`src/rtl/clkdiv_prog.sv`:
```
// Runtime-programmable clock divider: 50%-duty clk_out plus a one-cycle tick on every edge.
// Define CLKDIV_TICKCNT_EN to add the wrapping tick_cnt output.
`timescale 1ns/1ps

module clkdiv_prog #(
    parameter int CNT_W   = 25,
    parameter int DIV_RST = 50
`ifdef CLKDIV_TICKCNT_EN
    ,
    parameter int TCNT_W  = 16
`endif
) (
    input  logic             clk,
    input  logic             rst_n,
    input  logic             en,
    input  logic             sync_clr,
    input  logic             div_load,
    input  logic [CNT_W-1:0] div_val,
    output logic             clk_out,
    output logic             tick,
    output logic             pending
`ifdef CLKDIV_TICKCNT_EN
    ,
    output logic [TCNT_W-1:0] tick_cnt
`endif
);

    localparam logic [CNT_W-1:0] ONE     = CNT_W'(1);
    localparam logic [CNT_W-1:0] RST_VAL = CNT_W'(DIV_RST);

    logic [CNT_W-1:0] cnt;
    logic [CNT_W-1:0] ratio;
    logic [CNT_W-1:0] shadow;
    logic             halted;
    logic             wrap;

    // ratio-1 is evaluated in CNT_W bits; ratio==0 is excluded by halted.
    assign halted = !en || (ratio == '0);
    assign wrap   = !halted && (cnt == ratio - ONE);

    always_ff @(posedge clk or negedge rst_n) begin
        if (!rst_n) begin
            cnt     <= '0;
            ratio   <= RST_VAL;
            shadow  <= RST_VAL;
            clk_out <= 1'b0;
            tick    <= 1'b0;
            pending <= 1'b0;
        end else if (sync_clr) begin
            cnt     <= '0;
            clk_out <= 1'b0;
            tick    <= 1'b0;
            pending <= 1'b0;
            if (div_load) begin
                ratio  <= div_val;
                shadow <= div_val;
            end else if (pending) begin
                ratio <= shadow;
            end
        end else if (halted) begin
            // No phase in progress to protect: a waiting shadow applies now,
            // while a load arriving this cycle waits for the next edge.
            tick <= 1'b0;
            if (pending) begin
                ratio <= shadow;
            end
            if (div_load) begin
                shadow <= div_val;
            end
            pending <= div_load;
        end else if (wrap) begin
            cnt     <= '0;
            clk_out <= ~clk_out;
            tick    <= 1'b1;
            pending <= 1'b0;
            if (div_load) begin
                ratio  <= div_val;
                shadow <= div_val;
            end else if (pending) begin
                ratio <= shadow;
            end
        end else begin
            cnt  <= cnt + ONE;
            tick <= 1'b0;
            if (div_load) begin
                shadow  <= div_val;
                pending <= 1'b1;
            end
        end
    end

`ifdef CLKDIV_TICKCNT_EN
    // Counts the same edges that raise tick; sync_clr deliberately leaves it alone.
    always_ff @(posedge clk or negedge rst_n) begin
        if (!rst_n) begin
            tick_cnt <= '0;
        end else if (!sync_clr && wrap) begin
            tick_cnt <= tick_cnt + TCNT_W'(1);
        end
    end
`endif

endmodule

```
`config.mk`:
```
export PLATFORM = sky130hd
export DESIGN_NAME = clkdiv_prog
export DESIGN_NICKNAME = d
export VERILOG_FILES = /design/src/rtl/clkdiv_prog.sv
export SDC_FILE = /design/constraint.sdc
export NUM_CORES = 1
export LEC_CHECK = 0
export BUFFER_PORTS_ARGS = -buffer_cell sky130_fd_sc_hd__buf_2
export CAP_MARGIN = 20
export CORE_MARGIN = 2
export CORE_UTILIZATION = 45
export DETAILED_ROUTE_END_ITERATION = 16
export HOLD_SLACK_MARGIN = 0.02
export SETUP_SLACK_MARGIN = 0.15
export SYNTH_ARGS = -nofsm -noshare
export SYNTH_HDL_FRONTEND = slang
export SYNTH_SLANG_ARGS = --single-unit
```
`constraint.sdc`:
```
create_clock -name clk -period 3.2 [get_ports clk]
set_input_delay 0.16 -clock clk [delete_from_list [all_inputs] [get_ports clk]]
set_output_delay 0.16 -clock clk [all_outputs]
set_load 0.01 [all_outputs]
```
==> metrics.txt, run 1 <==
outcome finished, final reports clean; synth unique cells 62; post-synth top area share 38.0%; number of global-route vias before repair 3855; PortBufs 32; Final Max Tran Viols 0; Max IR drop VDD 278 uV; Synth Warn # 0; wire length per cell 17.7 um; critical path arrival 3.24 ns; top cells by area, synth dfrtp_1 (38%), mux2_2 (5.9%), xnor2_1 (4.8%); unrepaired setup endpoints after global routing false; root buffer cell clkbuf_8; Placer Congestion 0.922; flops & latches, synth 78; post-place instance area 5120 um^2; CTS tree yes; DP Wirelength 8.28 mm; crit path launch type flip-flop; GRT Overall Usage 21.6%; initial antenna violation count 0; Critical Path Fanout Max 10; Congestion Overflow GR 0; Avg Cell Area, Syn 9.58 um^2; FF-to-FF path depth 10; Initial DRC Count 224; area grow syn2layout 16.0%; total power 2.52 mW; Worst EP required 3.45 ns; minimum clock period 2.99 ns; CTS clk-pin slew, worst paths 0.09 ns; CTS buffer count 9; syn_nets 528; post-synth top area cell dfrtp_1; asr flop ratio synth 100%; nets@finish 573; final instance area 5500 um^2; initial core utilization 46.1%; drt drc 0; ANT cells 0; vias after detailed routing 4072; Die Wd 107 um; fillers 954; sequential cell area fraction in the yosys report 41.3%; Final Setup Violations 0; number of enable flip-flop cells after synthesis 0; synthesized area 4740 um^2; Fin Hold WS 0.0505 ns; FF-to-FF setup slack 0.21 ns; CTS Sinks 78; post-layout util 53.5%; clock buffer depth 2; CORE AREA 10300 um^2; final period utilization 93.3%; fmax 335 MHz; top_reg_cell synth dfrtp_1; Crit Path Class reg2reg; most common cell in the netlist dfrtp_1; final wirelength 12.1 mm; height of the die 107 um; Max Cap Viol 0; ratio of cells with drive above 1 in the final layout 25.9%; Slew headroom 58.8%; I/O pin cnt 33; Clock Skew 0.00951 ns; hold path cells 2; Cell Pwr Density 459 nW/um^2; H-tree Lvls 3; ANT nets after route 0; Clk Latency, worst-skew pair 0.35 ns; pin count of the biggest net entering global routing 79; Setup TNS 0 ns; Cells after Synth 495; Slew @ Worst Pin 0.617 ns; Final Hold Fails 0; Commonest cells post-synth dfrtp_1 (72), nand2_1 (37), and3_1 (32); row cnt 37; Pleak 2.28 nW; Hold Path Class in2reg; router iterations before antenna repair 5; number of vias per cell 5.98; die area 11400 um^2; first-pass GRT wire length 19.5 mm; crit path capture type flip-flop
==> kinds of logic after synthesis <==
logic type | share of synthesized area, %
adder cells (fa/ha/maj) | 0.792
AND/OR/NAND/NOR | 21.5
AO/OA/AOI/OAI | 18.8
multiplexers | 6.84
buffers and inverters | 3.69
XOR/XNOR | 6.97
flip-flops | 41.3
==> critical path, cell delays in order, from the launching register on <==
cell and delay [ns]:
dfrtp_2 0.47, buf_4 0.17, or4_1 0.63, nor3_1 0.35, mux2_1 0.36, nand2_1 0.08, nor4_1 0.06, nand3_2 0.12
buf_4 0.12, nand3_2 0.23, o31ai_1 0.32
==> layout by cell type (no fill, tap or decap), types with 3 or more instances in the layout <==
cell type / count
and4_1: 5
nor4_1: 14
o2bb2ai_1: 25
buf_6: 3
a22oi_1: 5
o211ai_1: 3
inv_6: 4
o21ai_0: 4
o41ai_1: 4
nor3_1: 11
a211oi_1: 6
nor2b_1: 4
dfrtp_2: 3
mux2_2: 25
a32oi_1: 3
xor2_1: 9
nand3_1: 18
dfstp_2: 6
nand2_1: 37
a21o_1: 7
nor2_1: 21
a31o_1: 4
dfrtp_1: 69
a21oi_1: 29
buf_4: 30
clkbuf_8: 9
and3_1: 32
inv_1: 5
or2_2: 4
nand4_1: 6
or4_1: 5
o21ai_1: 13
buf_2: 31
xnor2_1: 26
or3_1: 8
==> power by group <==
| group | total [mW] | switching, mW | internal, mW |
|---|---|---|---|
| clock network | 0.709 | 0.411 | 0.299 |
| registers | 1.20 | 0.115 | 1.08 |
| logic | 0.616 | 0.316 | 0.300 |
==> metal layers <==
metal  track usage (%)  part of all wire [%]  wire (um)
met1              31.6                    48       5750
met2              33.6                    46       5580
met3              2.92                   4.9        588
met4              6.12                   1.3        157
met5                 0                     0          0
==> registers in the layout, indices dropped and copies added, names as in the netlist <==
name and count:
cnt 25, shadow 25, tick 1, ratio 25, pending 1, clk_out 1
==> final timing paths <==
check / start / to
setup / recovery: ratio[3] / cnt[11]
hold / removal: div_val[22] / shadow[22]
setup reg to reg: ratio[3] / cnt[11]
hold reg to reg: shadow[23] / shadow[23]
max in group asynchronous: rst_n / shadow[1]
min in group asynchronous: rst_n / cnt[19]
==> repair_timing <==
item | 4_1_cts | 5_1_grt
setup endpoints to repair | 35 | 52
gates resized for setup | 2 | 22
hold buffers | 1 | 0
buffers inserted | 0 | 9
pin swaps | 0 | 5
hold endpoints to repair | 59 | 0
==> per-stage QoR <==
stage | setup WS [ns] | std cells
CTS | 0.131 | 671
detailed placement | 0.0864 | 654
global route | 0.142 | 681
floorplan | 0.171 | 495
finish | 0.215 | 681
global placement | 0.0797 | 654
==> cell type report <==
cell class | count | area [um^2] | area share (%)
inverters | 7 | 26.3 | 0.478
clock inverters | 7 | 60.1 | 1.09
multi-input cells | 377 | 2690 | 48.9
repair buffers | 67 | 464 | 8.44
well taps | 136 | 170 | 3.09
clock buffers | 9 | 124 | 2.25
flip-flops and latches | 78 | 1960 | 35.7
Power figures use the tool's default switching activity.
==> inputs of run 2 (changes only) <==
--- a/config.mk
+++ b/config.mk
@@ -11,6 +11,7 @@
 export CORE_UTILIZATION = 45
 export DETAILED_ROUTE_END_ITERATION = 16
 export HOLD_SLACK_MARGIN = 0.02
+export REMOVE_ABC_BUFFERS = 1
 export SETUP_SLACK_MARGIN = 0.15
 export SYNTH_ARGS = -nofsm -noshare
 export SYNTH_HDL_FRONTEND = slang
==> metrics.txt, run 2 (same netlist as run 1, synthesis figures left out) <==
DP Wirelength 8.42 mm; Congestion Overflow GR 0; FF-to-FF Start ratio[1]; Fin Hold WS 0.0356 ns; final period utilization 91.8%; vias after detailed routing 4077; I/O pin cnt 33; Worst R2R End cnt[3]; Pleak 2.33 nW; crit path capture type flip-flop; Hold Path Class in2reg; final worst slack 0.261 ns; router iterations before antenna repair 5; PortBufs 32; ANT cells 0; CTS buffer count 9; FF-to-FF setup slack 0.26 ns; Final Setup Violations 0; Critical Path Fanout Max 7; first-pass GRT wire length 19.7 mm; Initial DRC Count 267; final wirelength 12.1 mm; CTS tree yes; hold path cells 2; critical path arrival 3.25 ns; fmax 340 MHz; Largest regs cnt x25, ratio x25, shadow x25; nets@finish 584; area grow syn2layout 19.1%; pin count of the biggest net entering global routing 79; Placement Setup Slack 0.0944 ns; number of global-route vias before repair 3873; Clock Skew 0.00732 ns; Clk Latency, worst-skew pair 0.37 ns; ratio of cells with drive above 1 in the final layout 24.8%; total power 2.53 mW; Die Wd 107 um; Placer Congestion 0.939; root buffer cell clkbuf_8; CTS clk-pin slew, worst paths 0.08 ns; Crit Path Class reg2reg; FF-to-FF path depth 13; die area 11400 um^2; outcome finished, final reports clean; Slew headroom 42.2%; ANT nets after route 0; commonest non-fill, non-tap cell in the layout dfrtp_1; H-tree Lvls 3; Max IR drop VDD 324 uV; hold path start div_val[23]; crit path launch type flip-flop; Worst EP required 3.51 ns; height of the die 107 um; Final Hold Fails 0; WHS Endpoint shadow[23]; GRT Overall Usage 22.4%; initial core utilization 46.1%; most frequent cells in the layout dfrtp_1 (69), nand2_1 (37), and3_1 (32); Max Cap Viol 0; Cell Pwr Density 447 nW/um^2; minimum clock period 2.94 ns; CORE AREA 10300 um^2; unrepaired setup endpoints after global routing true; Slew @ Worst Pin 0.867 ns; CTS Sinks 78; wire length per cell 17.6 um; row cnt 37; clock buffer depth 2; drt drc 0; initial antenna violation count 0; Final Max Tran Viols 0; number of vias per cell 5.89
[run 2: changes by cell type in the layout (fill, tap and decap cells not counted), moves of 2 or more]
cell and change:
inv_6 -4, clkbuf_8 +3, buf_6 -2, inv_2 -2, dlygate4sd3_1 +14, inv_1 +2
[run 2: where the power goes]
group	internal (mW)	switching (mW)	leakage [nW]
Clock	0.343	0.370	0.0954
Combinational	0.304	0.305	1.26
Sequential	1.08	0.123	0.976
[run 2: final cells by class]
cell class	instances	area, um^2
Clock inverter	3	17.5
Fill cell	946	4630
Tap cell	136	170
Clock buffer	13	169
Multi-Input combinational cell	377	2720
Sequential cell	78	1960
Timing Repair Buffer	78	582
Inverter	7	26.3
[run 2: worst max-delay path by stage]
stage	depth (start not counted)	end	start
3_5_place_dp	11	ratio[0]	ratio[1]
6_report	13	cnt[3]	ratio[1]
2_1_floorplan	10	cnt[1]	ratio[0]
3_3_place_gp	11	cnt[7]	ratio[1]
4_1_cts	10	ratio[0]	ratio[19]
5_1_grt	10	ratio[7]	ratio[4]
[run 2: through the flow]
step | util, % | TNS [ns] | area, um^2 | instances
floorplan | - | -4.13 | 4590 | 462
global placement | 50.1 | 0 | 5150 | 658
detailed placement | 50.1 | 0 | 5150 | 658
CTS | 53.5 | 0 | 5500 | 689
global route | 54.9 | 0 | 5650 | 692
finish | 54.9 | 0 | 5650 | 692
[run 2: worst max-delay path, stage by stage (launching register included)]
cell	delay, ns
dfstp_2	0.41
inv_1	0.09
ha_2	0.19
or3b_1	0.36
buf_4	0.17
o311ai_0	0.27
o311ai_1	0.16
o31ai_1	0.12
nor3_2	0.09
buf_4	0.15
a31o_4	0.26
buf_4	0.16
o41ai_1	0.31
a31o_1	0.15
[run 2: routing by layer]
layer	track usage, %	vias to the layer above	share of wire (%)
met5	0	-	0
met1	32.0	1974	48
met2	33.6	97	45
met3	3.53	26	4.0
met4	10.3	0	3.1
li1	-	1980	-
[run 2: timing repair]
item	4_1_cts	5_1_grt
gates resized for setup	3	21
setup endpoints to repair	29	43
setup buffers	0	2
pin swaps	1	5
endpoints found under the hold margin	86	0
hold buffers	15	0
